<file path="src/rtl/alu_pkg.sv">
// Shared types for the sequential ALU: opcode map, FSM states, iterative engine modes.
package alu_pkg;

  localparam int unsigned OP_W    = 4;
  localparam int unsigned OP_LAST = 9;

  typedef enum logic [OP_W-1:0] {
    OP_ADD = 4'd0,
    OP_SUB = 4'd1,
    OP_AND = 4'd2,
    OP_OR  = 4'd3,
    OP_XOR = 4'd4,
    OP_LSR = 4'd5,
    OP_LSL = 4'd6,
    OP_MOD = 4'd7,
    OP_MUL = 4'd8,
    OP_DIV = 4'd9
  } alu_op_t;

  typedef enum logic {
    IDLE = 1'b0,
    BUSY = 1'b1
  } alu_state_t;

  typedef enum logic {
    ITER_MUL = 1'b0,
    ITER_DIV = 1'b1
  } iter_mode_t;

  // True when the op must go through the N-step engine (div/mod by zero short-circuits).
  function automatic logic op_is_iter(input logic [OP_W-1:0] op, input logic b_zero);
    return (op == OP_MUL) || (((op == OP_DIV) || (op == OP_MOD)) && !b_zero);
  endfunction

endpackage

</file>
<file path="src/rtl/alu_iter_unit.sv">
// Iterative N-step engine shared by multiply (shift-add) and divide/modulo (restoring).
// Ports: start loads a/b/mode; done_c is high during the last step; hi_c/lo_c are the
// values that step produces (mul: product high/low, div: remainder/quotient).
module alu_iter_unit
  import alu_pkg::*;
#(
  parameter int unsigned N = 8
) (
  input  logic         clk,
  input  logic         rst_n,
  input  logic         start,
  input  iter_mode_t   mode,
  input  logic [N-1:0] a,
  input  logic [N-1:0] b,
  output logic         done_c,
  output logic [N-1:0] hi_c,
  output logic [N-1:0] lo_c
);

  localparam int unsigned CW = $clog2(N + 1);

  logic [CW-1:0] cnt_q, cnt_d;
  logic [N-1:0]  hi_q, hi_d;
  logic [N-1:0]  lo_q, lo_d;
  logic [N-1:0]  b_q, b_d;
  iter_mode_t    mode_q, mode_d;

  logic [N:0]    mul_sum;
  logic [N:0]    div_shift;
  logic [N:0]    div_diff;

  // One iteration. Mul: {hi,lo} holds partial product / remaining multiplier bits.
  // Div: hi is the partial remainder, lo shifts dividend out and quotient bits in;
  // div_diff[N] is the borrow, i.e. the trial subtraction failed.
  always_comb begin
    mul_sum   = {1'b0, hi_q} + {1'b0, b_q & {N{lo_q[0]}}};
    div_shift = {hi_q, lo_q[N-1]};
    div_diff  = div_shift - {1'b0, b_q};
    if (mode_q == ITER_MUL) begin
      hi_c = mul_sum[N:1];
      lo_c = {mul_sum[0], lo_q[N-1:1]};
    end else begin
      hi_c = div_diff[N] ? div_shift[N-1:0] : div_diff[N-1:0];
      lo_c = {lo_q[N-2:0], ~div_diff[N]};
    end
  end

  assign done_c = (cnt_q == CW'(1));

  // Load on start, otherwise step while the counter is running.
  always_comb begin
    cnt_d  = cnt_q;
    hi_d   = hi_q;
    lo_d   = lo_q;
    b_d    = b_q;
    mode_d = mode_q;
    if (start) begin
      cnt_d  = CW'(N);
      hi_d   = '0;
      lo_d   = a;
      b_d    = b;
      mode_d = mode;
    end else if (cnt_q != '0) begin
      cnt_d = cnt_q - CW'(1);
      hi_d  = hi_c;
      lo_d  = lo_c;
    end
  end

  always_ff @(posedge clk or negedge rst_n) begin
    if (!rst_n) begin
      cnt_q  <= '0;
      hi_q   <= '0;
      lo_q   <= '0;
      b_q    <= '0;
      mode_q <= ITER_MUL;
    end else begin
      cnt_q  <= cnt_d;
      hi_q   <= hi_d;
      lo_q   <= lo_d;
      b_q    <= b_d;
      mode_q <= mode_d;
    end
  end

endmodule

</file>
<file path="src/rtl/alu_seq_n_bits.sv">
// Sequential N-bit ALU with valid/ready handshakes, registered result and flags.
// Ports: in_valid/in_ready + a, b, op accept an operation; out_valid/out_ready
// hand off result with flags v, c, n, z, dz (divide by zero) and err (illegal op).
// Single-cycle ops answer one cycle after accept; mul/div/mod take N more cycles.
module alu_seq_n_bits
  import alu_pkg::*;
#(
  parameter int unsigned N = 8
) (
  input  logic         clk,
  input  logic         rst_n,
  input  logic         in_valid,
  output logic         in_ready,
  input  logic [N-1:0] a,
  input  logic [N-1:0] b,
  input  logic [3:0]   op,
  output logic         out_valid,
  input  logic         out_ready,
  output logic [N-1:0] result,
  output logic         v,
  output logic         c,
  output logic         n,
  output logic         z,
  output logic         dz,
  output logic         err
);

  localparam int unsigned W1 = N + 1;

  alu_state_t   state_q, state_d;
  logic         out_valid_q, out_valid_d;
  logic [N-1:0] result_q, result_d;
  logic         v_q, v_d, c_q, c_d, n_q, n_d, z_q, z_d, dz_q, dz_d, err_q, err_d;
  logic [3:0]   op_q, op_d;

  logic         accept_c;
  logic         start_c;
  iter_mode_t   mode_c;
  logic         done_c;
  logic [N-1:0] hi_c, lo_c;

  logic [N:0]   add_w, sub_w;
  logic [N-1:0] sc_res;
  logic         sc_v, sc_c, sc_dz, sc_err;
  logic [N-1:0] it_res;
  logic         it_v;

  assign in_ready = (state_q == IDLE) && (!out_valid_q || out_ready);
  assign accept_c = in_valid && in_ready;
  assign mode_c   = (op == OP_MUL) ? ITER_MUL : ITER_DIV;

  alu_iter_unit #(.N(N)) u_iter (
    .clk    (clk),
    .rst_n  (rst_n),
    .start  (start_c),
    .mode   (mode_c),
    .a      (a),
    .b      (b),
    .done_c (done_c),
    .hi_c   (hi_c),
    .lo_c   (lo_c)
  );

  assign add_w = {1'b0, a} + {1'b0, b};
  assign sub_w = {1'b0, a} + {1'b0, ~b} + W1'(1);

  // Single-cycle datapath; div/mod only land here when b is zero.
  always_comb begin
    sc_res = '0;
    sc_v   = 1'b0;
    sc_c   = 1'b0;
    sc_dz  = 1'b0;
    sc_err = 1'b0;
    case (op)
      OP_ADD: begin
        sc_res = add_w[N-1:0];
        sc_c   = add_w[N];
        sc_v   = (a[N-1] == b[N-1]) && (add_w[N-1] != a[N-1]);
      end
      OP_SUB: begin
        sc_res = sub_w[N-1:0];
        sc_c   = sub_w[N];
        sc_v   = (a[N-1] != b[N-1]) && (sub_w[N-1] != a[N-1]);
      end
      OP_AND: sc_res = a & b;
      OP_OR:  sc_res = a | b;
      OP_XOR: sc_res = a ^ b;
      // Shift amounts >= N shift everything out, giving 0.
      OP_LSR: sc_res = a >> b;
      OP_LSL: sc_res = a << b;
      OP_MOD, OP_DIV: sc_dz = 1'b1;
      OP_MUL: sc_res = '0;
      default: sc_err = 1'b1;
    endcase
  end

  // Result selection for the engine's final step.
  always_comb begin
    it_res = (op_q == OP_MOD) ? hi_c : lo_c;
    it_v   = (op_q == OP_MUL) && (hi_c != '0);
  end

  // Handshake FSM and output register update.
  always_comb begin
    state_d     = state_q;
    out_valid_d = out_valid_q;
    result_d    = result_q;
    v_d         = v_q;
    c_d         = c_q;
    n_d         = n_q;
    z_d         = z_q;
    dz_d        = dz_q;
    err_d       = err_q;
    op_d        = op_q;
    start_c     = 1'b0;

    if (out_valid_q && out_ready) out_valid_d = 1'b0;

    case (state_q)
      IDLE: begin
        if (accept_c) begin
          if (op_is_iter(op, b == '0)) begin
            state_d = BUSY;
            start_c = 1'b1;
            op_d    = op;
          end else begin
            out_valid_d = 1'b1;
            result_d    = sc_res;
            v_d         = sc_v;
            c_d         = sc_c;
            n_d         = sc_res[N-1];
            z_d         = (sc_res == '0);
            dz_d        = sc_dz;
            err_d       = sc_err;
          end
        end
      end
      BUSY: begin
        // Output slot is guaranteed free: accept required it.
        if (done_c) begin
          state_d     = IDLE;
          out_valid_d = 1'b1;
          result_d    = it_res;
          v_d         = it_v;
          c_d         = 1'b0;
          n_d         = it_res[N-1];
          z_d         = (it_res == '0);
          dz_d        = 1'b0;
          err_d       = 1'b0;
        end
      end
      default: state_d = IDLE;
    endcase
  end

  always_ff @(posedge clk or negedge rst_n) begin
    if (!rst_n) begin
      state_q     <= IDLE;
      out_valid_q <= 1'b0;
      result_q    <= '0;
      v_q         <= 1'b0;
      c_q         <= 1'b0;
      n_q         <= 1'b0;
      z_q         <= 1'b0;
      dz_q        <= 1'b0;
      err_q       <= 1'b0;
      op_q        <= '0;
    end else begin
      state_q     <= state_d;
      out_valid_q <= out_valid_d;
      result_q    <= result_d;
      v_q         <= v_d;
      c_q         <= c_d;
      n_q         <= n_d;
      z_q         <= z_d;
      dz_q        <= dz_d;
      err_q       <= err_d;
      op_q        <= op_d;
    end
  end

  assign out_valid = out_valid_q;
  assign result    = result_q;
  assign v         = v_q;
  assign c         = c_q;
  assign n         = n_q;
  assign z         = z_q;
  assign dz        = dz_q;
  assign err       = err_q;

endmodule

</file>
<file path="config.mk">
export PLATFORM = sky130hd
export DESIGN_NAME = alu_seq_n_bits
export DESIGN_NICKNAME = d
export VERILOG_FILES = /design/src/rtl/alu_pkg.sv /design/src/rtl/alu_iter_unit.sv /design/src/rtl/alu_seq_n_bits.sv
export SDC_FILE = /design/constraint.sdc
export NUM_CORES = 1
export LEC_CHECK = 0
export CAP_MARGIN = 25
export CORE_MARGIN = 2
export CORE_UTILIZATION = 40
export DETAILED_ROUTE_END_ITERATION = 10
export RECOVER_POWER = 100
export SLEW_MARGIN = 20
export SYNTH_ARGS = -nofsm -noshare
export SYNTH_HDL_FRONTEND = slang
export SYNTH_SLANG_ARGS = --single-unit
</file>
<file path="constraint.sdc">
create_clock -name clk -period 6.7 [get_ports clk]
set_input_delay 0.67 -clock clk [delete_from_list [all_inputs] [get_ports clk]]
set_output_delay 0.67 -clock clk [all_outputs]
set_load 0.01 [all_outputs]
</file>
==> flow_summary.html <==
<table>
<tr><th>Metric</th><th>Value</th></tr>
<tr><th colspan="2">Yosys</th></tr>
<tr><td>Average size of a mapped cell</td><td>8.36 um^2</td></tr>
<tr><td>Post-synthesis simple-gate area fraction</td><td>0.228</td></tr>
<tr><td>Number of enable flip-flop cells after synthesis</td><td>0</td></tr>
<tr><td>Summed instance area of the synthesized netlist</td><td>5310 um^2</td></tr>
<tr><td>Compound-cell area share of the yosys netlist</td><td>0.279</td></tr>
<tr><td>Synthesized flop and latch total</td><td>48</td></tr>
<tr><td>Synthesized instance count</td><td>636</td></tr>
<tr><td>Share of cell area taken by muxes after synthesis</td><td>0.0645</td></tr>
<tr><td>Largest area contributor in the synthesized netlist</td><td>sky130_fd_sc_hd__dfrtp_1</td></tr>
<tr><td>Top-area cell type share of the netlist area</td><td>0.226</td></tr>
<tr><td>Yosys warning total</td><td>0</td></tr>
<tr><td>Arithmetic-cell share of the synthesized area counting full adders, half adders and majority gates</td><td>0.114</td></tr>
<tr><td>Biggest area contributors in the synthesized netlist</td><td>sky130_fd_sc_hd__dfrtp_1 23%, sky130_fd_sc_hd__ha_1 9.9%, sky130_fd_sc_hd__nand2_1 4.3%, sky130_fd_sc_hd__o21ai_0 3.5%, sky130_fd_sc_hd__nor2_1 3.2%</td></tr>
<tr><td>Main flop type after synthesis</td><td>sky130_fd_sc_hd__dfrtp_1</td></tr>
<tr><td>Netlist cell types</td><td>94</td></tr>
<tr><td>FFs w/ async S/R, synth</td><td>1.00</td></tr>
<tr><td>Number of nets produced by synthesis</td><td>706</td></tr>
<tr><td>Largest family of logic cells by synthesized area</td><td>compound AO/OA/AOI/OAI gates</td></tr>
<tr><td>Fraction of the yosys area taken by sequential cells</td><td>0.226</td></tr>
<tr><td>Xor and xnor area share after synthesis</td><td>0.0214</td></tr>
<tr><th colspan="2">Finish</th></tr>
<tr><td>Fraction of final layout cells with drive strength greater than 1</td><td>0.0626</td></tr>
<tr><td>Post-Layout Cell Count</td><td>831</td></tr>
<tr><td>Filler Cells Inserted</td><td>1318</td></tr>
<tr><td>Nets</td><td>724</td></tr>
<tr><td>Antenna diodes</td><td>0</td></tr>
<tr><td>Commonest cells after routing, fill and taps aside</td><td>61 x sky130_fd_sc_hd__nand2_1, 48 x sky130_fd_sc_hd__dfrtp_1, 45 x sky130_fd_sc_hd__nor2_1, 44 x sky130_fd_sc_hd__inv_1, 42 x sky130_fd_sc_hd__ha_1</td></tr>
<tr><td>Syn-to-layout area delta</td><td>11.7%</td></tr>
<tr><td>Most frequent standard cell in the layout excluding fill and tap cells</td><td>sky130_fd_sc_hd__nand2_1</td></tr>
<tr><th colspan="2">Worst setup path</th></tr>
<tr><td>Critical path startpoint category</td><td>flop</td></tr>
<tr><td>Largest delay contributor family on the critical path</td><td>compound AO/OA/AOI/OAI gates</td></tr>
<tr><td>Critical path endpoint category</td><td>flop</td></tr>
<tr><td>Critical setup path kind</td><td>reg -&gt; reg</td></tr>
<tr><td>Worst endpoint data arrival time</td><td>4.48 ns</td></tr>
<tr><td>Maximum fanout along the worst path</td><td>7</td></tr>
<tr><td>Delay of the slowest cell on the worst path</td><td>0.70 ns</td></tr>
<tr><td>Crit path required time</td><td>6.84 ns</td></tr>
<tr><td>Slowest cell on the critical path</td><td>sky130_fd_sc_hd__a311oi_1</td></tr>
<tr><td>CP cell instances</td><td>inv_1 -&gt; ha_1 -&gt; inv_1 -&gt; fa_1 -&gt; a21o_1 -&gt; and4_1 -&gt; o211ai_1 -&gt; nand3_1 -&gt; a311oi_1 -&gt; nand3_1 -&gt; nor4_1 -&gt; o221ai_1</td></tr>
<tr><td>Number of buffers and inverters on the critical path</td><td>2</td></tr>
<tr><th colspan="2">Clock tree</th></tr>
<tr><td>CTS Hold Buffers Added</td><td>0</td></tr>
<tr><td>Post-CTS Repair Setup Buffers</td><td>0</td></tr>
<tr><td>Cell chosen for the clock root</td><td>sky130_fd_sc_hd__clkbuf_16</td></tr>
<tr><td>Latest clock arrival within the worst-skew pair</td><td>0.29 ns</td></tr>
<tr><td>Number of clock buffers inserted by TritonCTS</td><td>5</td></tr>
<tr><td>Number of gates resized after cts</td><td>0</td></tr>
<tr><td>Number of H-tree branching levels</td><td>2</td></tr>
<tr><td>Clk slew on worst S/H paths</td><td>0.07 ns</td></tr>
<tr><td>CTS Sinks</td><td>48</td></tr>
<tr><td>Clock tree from TritonCTS</td><td>yes</td></tr>
<tr><td>Max Root-Sink Buffers</td><td>2</td></tr>
<tr><th colspan="2">Place</th></tr>
<tr><td># port buffers</td><td>39</td></tr>
<tr><td>Placed Instances</td><td>823</td></tr>
<tr><td>Final Wtd Congestion</td><td>0.926</td></tr>
<tr><td>DP Wirelength</td><td>12800 um</td></tr>
<tr><th colspan="2">STA</th></tr>
<tr><td>Worst clock skew</td><td>0.0122 ns</td></tr>
<tr><td>F_max</td><td>231 MHz</td></tr>
<tr><td>Normalized max-slew margin</td><td>0.0212</td></tr>
<tr><td>Sum Neg Setup Slack</td><td>0 ns</td></tr>
<tr><td>Final Hold Slack</td><td>0.500 ns</td></tr>
<tr><td>RSZ-0062 raised after global routing</td><td>false</td></tr>
<tr><td>Final number of max-transition violations</td><td>0</td></tr>
<tr><td>Ratio of final minimum period to clock period</td><td>0.647</td></tr>
<tr><td>Hold Fails Final Rpt</td><td>0</td></tr>
<tr><td>Clock period minus final worst setup slack</td><td>4.34 ns</td></tr>
<tr><td>Final setup violation count</td><td>0</td></tr>
<tr><td>Slew at the pin closest to its max-slew limit</td><td>1.47 ns</td></tr>
<tr><th colspan="2">Drt</th></tr>
<tr><td>Router iterations before antenna repair</td><td>5</td></tr>
<tr><td>Vias</td><td>5186</td></tr>
<tr><td>Detailed Route WL</td><td>16600 um</td></tr>
<tr><td>Final antenna-violating net count</td><td>0</td></tr>
<tr><td>Via-to-Cell Ratio</td><td>6.24</td></tr>
<tr><td>WL per Instance</td><td>20.0 um</td></tr>
<tr><td>Number of remaining DRC errors</td><td>0</td></tr>
<tr><td>Iteration-0 DRC count of the detailed router</td><td>349</td></tr>
<tr><th colspan="2">Die</th></tr>
<tr><td>Count of boundary I/O pins</td><td>40</td></tr>
<tr><td>Die boundary height</td><td>119 um</td></tr>
<tr><td>Floorplan Core Area</td><td>13100 um^2</td></tr>
<tr><td>FP Rows</td><td>42</td></tr>
<tr><td>Initial core utilization</td><td>0.406</td></tr>
<tr><td>Area enclosed by the die boundary</td><td>14200 um^2</td></tr>
<tr><td>Chip width</td><td>119 um</td></tr>
<tr><th colspan="2">Worst hold path</th></tr>
<tr><td>Worst min-delay path category</td><td>reg -&gt; reg</td></tr>
<tr><th colspan="2">Flow run</th></tr>
<tr><td>Max-capacitance violation count</td><td>0</td></tr>
<tr><th colspan="2">Global routing</th></tr>
<tr><td>All-Layer GR Usage</td><td>0.234</td></tr>
<tr><td>First-pass GRT wire length</td><td>26700 um</td></tr>
<tr><td>Antenna violations before repair</td><td>0</td></tr>
<tr><td>Largest net degree at the start of global routing</td><td>37</td></tr>
<tr><td>Via count of the first global-routing pass</td><td>4963</td></tr>
<tr><td>GRT overflow</td><td>0</td></tr>
<tr><th colspan="2">Pwr</th></tr>
<tr><td>Total power per unit cell area</td><td>450 nW/um^2</td></tr>
<tr><td>VDD IR-drop max</td><td>136 uV</td></tr>
<tr><td>Leakage power figure</td><td>2.51 nW</td></tr>
<tr><th colspan="2">Run status</th></tr>
<tr><td>Outcome</td><td>finished clean</td></tr>
</table>
[cell usage after synthesis (all sizes together) (6+ instances only)]
master	number
nand2	61
dfrtp	48
nor2	45
inv	44
ha	42
o21ai	41
a21oi	31
buf	22
mux2i	17
nand3	17
a211oi	16
and2	13
clkbuf	13
o211ai	12
nor3	11
a31oi	10
nand4	10
a21o	9
nor2b	8
o21bai	8
xnor2	8
a22oi	7
a211o	6
and3	6
nor4b	6
o21a	6
o31ai	6
[logic make-up (layout without fill, tap and decap cells)]
kind of cell	after synthesis	in the layout
xor gates and xnor gates	13	13
AOI/OAI and AO/OA	204	204
DFF	48	48
buffers and inverters	80	99
muxes	27	27
and+or+nand+nor	218	218
adders and majority gates	46	46
[layer usage]
metal	global-route usage	wire length, um	up-vias
met5	0	0	-
met4	0.0885	595	0
met3	0.0273	917	38
met2	0.390	7850	210
met1	0.310	7270	2525
li1	-	-	2413
[final cells by class]
type	instances	area [um^2]	area share
clock buffers	5	125	0.0211
well taps	176	220	0.0371
repair buffers	46	425	0.0717
inverters	45	169	0.0285
flip-flops and latches	48	1200	0.202
clock inverters	3	68.8	0.0116
multi-input cells	508	3720	0.628
[sequential cells by signal, summed over array words and instances, names as in the netlist]
name,cells
u_iter.lo_q,8
u_iter.cnt_q,4
c,1
err,1
u_iter.mode_q,1
v,1
u_iter.hi_q,8
out_valid,1
result,8
z,1
state_q,1
op_q,4
u_iter.b_q,8
dz,1
[power by group]
group	internal, mW	total (mW)	switching (mW)
logic	0.731	1.75	1.02
clock network	0.215	0.330	0.114
registers	0.436	0.584	0.148
total	1.38	2.67	1.29
[per-stage QoR]
| step | worst slack (ns) | cell area, um^2 | util | power (mW) |
|---|---|---|---|---|
| after floorplan | 3.63 | 5310 | - | 1.86 |
| after global placement | 2.59 | 5790 | 0.442 | 2.33 |
| after detailed placement | 2.52 | 5810 | 0.444 | 2.37 |
| after CTS | 2.82 | 6000 | 0.459 | 2.71 |
| after global routing | 2.12 | 5930 | 0.453 | 2.88 |
| final | 2.36 | 5930 | 0.453 | 2.67 |
[worst paths after layout]
check                                                 from                           to  slack [ns]  cells after the start
worst min-delay path                         c$_DFFE_PN0P_                c$_DFFE_PN0P_        0.50                      2
worst max register to register  u_iter.lo_q[7]$_DFFE_PN0P_                v$_DFFE_PN0P_        2.36                     12
worst min register to register               c$_DFFE_PN0P_                c$_DFFE_PN0P_        0.50                      2
worst max-delay path            u_iter.lo_q[7]$_DFFE_PN0P_                v$_DFFE_PN0P_        2.36                     12
max in group asynchronous                            rst_n   u_iter.hi_q[4]$_DFFE_PN0P_        4.15                      2
min in group asynchronous                            rst_n  u_iter.cnt_q[3]$_DFFE_PN0P_        0.60                      1
[worst register-to-register path: stages, from the launching register on]
cell                       delay (ns)
sky130_fd_sc_hd__dfrtp_1         0.40
sky130_fd_sc_hd__inv_1           0.17
sky130_fd_sc_hd__ha_1            0.22
sky130_fd_sc_hd__inv_1           0.07
sky130_fd_sc_hd__fa_1            0.45
sky130_fd_sc_hd__a21o_1          0.22
sky130_fd_sc_hd__and4_1          0.25
sky130_fd_sc_hd__o211ai_1        0.53
sky130_fd_sc_hd__nand3_1         0.40
sky130_fd_sc_hd__a311oi_1        0.70
sky130_fd_sc_hd__nand3_1         0.20
sky130_fd_sc_hd__nor4_1          0.41
sky130_fd_sc_hd__o221ai_1        0.19
Power figures use the tool's default switching activity.
==> RTL change, RTL diff (same settings) <==
Reset style: synchronous (`rst_n`), changed in 2 clocked blocks.
--- a/src/rtl/alu_iter_unit.sv
+++ b/src/rtl/alu_iter_unit.sv
@@ -69,3 +69,3 @@
 
-  always_ff @(posedge clk or negedge rst_n) begin
+  always_ff @(posedge clk) begin
     if (!rst_n) begin
--- a/src/rtl/alu_seq_n_bits.sv
+++ b/src/rtl/alu_seq_n_bits.sv
@@ -155,3 +155,3 @@
 
-  always_ff @(posedge clk or negedge rst_n) begin
+  always_ff @(posedge clk) begin
     if (!rst_n) begin
Check against the original RTL: differs if rst_n is asserted again (counterexample within 4 cycles, from zero or initial values and one cycle with rst_n low); with rst_n held inactive, the same outputs for 10 cycles.
==> RTL change against the original RTL <==
- setup slack better by 0.17 ns
- first-iteration DRC count increased by 26%
- worst hold slack got worse by 0.041 ns
- synthesized area shrank 3.2%
- cell area shrank 2.1%
- sequential cell count stayed put
- critical path type is now input port to register
- routed wire length is 4.1% lower
- power shrank 36%
==> RTL change: results (changes against the original RTL) <==
status completed (unchanged); Synth area leaders dfxtp_1 (19%), ha_1 (10%), nor2_1 (5.2%) (was dfrtp_1 (23%), ha_1 (9.9%), nand2_1 (4.3%)); core region area 12570 sq um (was 13090 sq um); sequential area share after synthesis 18.69% (was 22.60%); Non-clk bufs 45 (was 46); Synth Flop Type dfxtp_1 (was dfrtp_1); number of fill cells 1264 (was 1318); FF-to-FF Start u_iter.lo_q[7]$_SDFFE_PN0P_ (was u_iter.lo_q[7]$_DFFE_PN0P_); Synth Area in Compound Gates 26.98% (was 27.95%); nonclk inv count 43 (was 45); clk tree area frac 3.339% (was 3.269%); delay-heaviest family, CP buffers and inverters (was compound AO/OA/AOI/OAI gates); syn_nets 731 (was 706); GRT Overall Usage 22.99% (was 23.36%); vias per cell 6.093 (was 6.241); ys async rst share 0% (was 100.0%); vias in the first global route 4858 (was 4963); Hold Path Origin result[1]$_SDFFE_PN0P_ (was c$_DFFE_PN0P_); area grow syn2layout 12.94% (was 11.66%); Detailed Routing Iterations Pass 1 7 (was 5); list of most frequent post-synthesis cells nor2_1 (71), a21oi_1 (49), dfxtp_1 (48), nand2_1 (45), ha_1 (43) (was nand2_1 (61), dfrtp_1 (48), nor2_1 (45), inv_1 (44), ha_1 (42)); CP Data Arrival Time 4.39 ns (was 4.48 ns); DPL Wire Length 12180 um (was 12780 um); leakage power 2.241 nW (was 2.510 nW); Synth Area in Adders 12.02% (was 11.40%); Total Wirelength 15940 um (was 16630 um); library cells used by synthesis 78 (was 94); Initial DRC Count 441 (was 349); post-synthesis xor/xnor area fraction 2.749% (was 2.143%); share of post-route cells with drive strength above 1 6.370% (was 6.260%); Rel. slew slack 13.58% (was 2.117%); global-route wire length before repair 26010 um (was 26650 um); highest-delay cell along the critical path dlygate4sd3_1 (was a311oi_1); multi-input gates 531 (was 508); Worst Path Max Fanout 25 (was 7); crit path from b[1] (was u_iter.lo_q[7]$_DFFE_PN0P_)
-- RTL change: layer usage --
| layer | vias to the layer above | part of all wire (%) | GRT usage, % |
|---|---|---|---|
| li1 | 2478 | - | - |
| met2 | 209 | 45 | 35.89 |
| met1 | 2447 | 45 | 33.50 |
| met4 | 0 | 1.9 | 5.572 |
| met5 | - | 0 | 0 |
| met3 | 27 | 7.2 | 3.064 |
-- RTL change: power groups by stage --
stage	Combinational (mW)	Clock, mW	Sequential [mW]
2_1_floorplan	0.770	0	0.394
3_3_place_gp	0.958	0	0.415
3_5_place_dp	0.973	0	0.416
4_1_cts	0.981	0.334	0.410
5_1_grt	1.08	0.349	0.420
6_report	0.979	0.330	0.410
-- RTL change: worst paths after layout --
kind	to	slack, ns	depth (start not counted)
worst min-delay path	result[1]$_SDFFE_PN0P_	0.46	2
worst max-delay path	op_q[0]$_SDFFE_PN0P_	2.53	8
worst max register to register	v$_SDFFE_PN0P_	3.06	12
worst min register to register	result[1]$_SDFFE_PN0P_	0.46	2
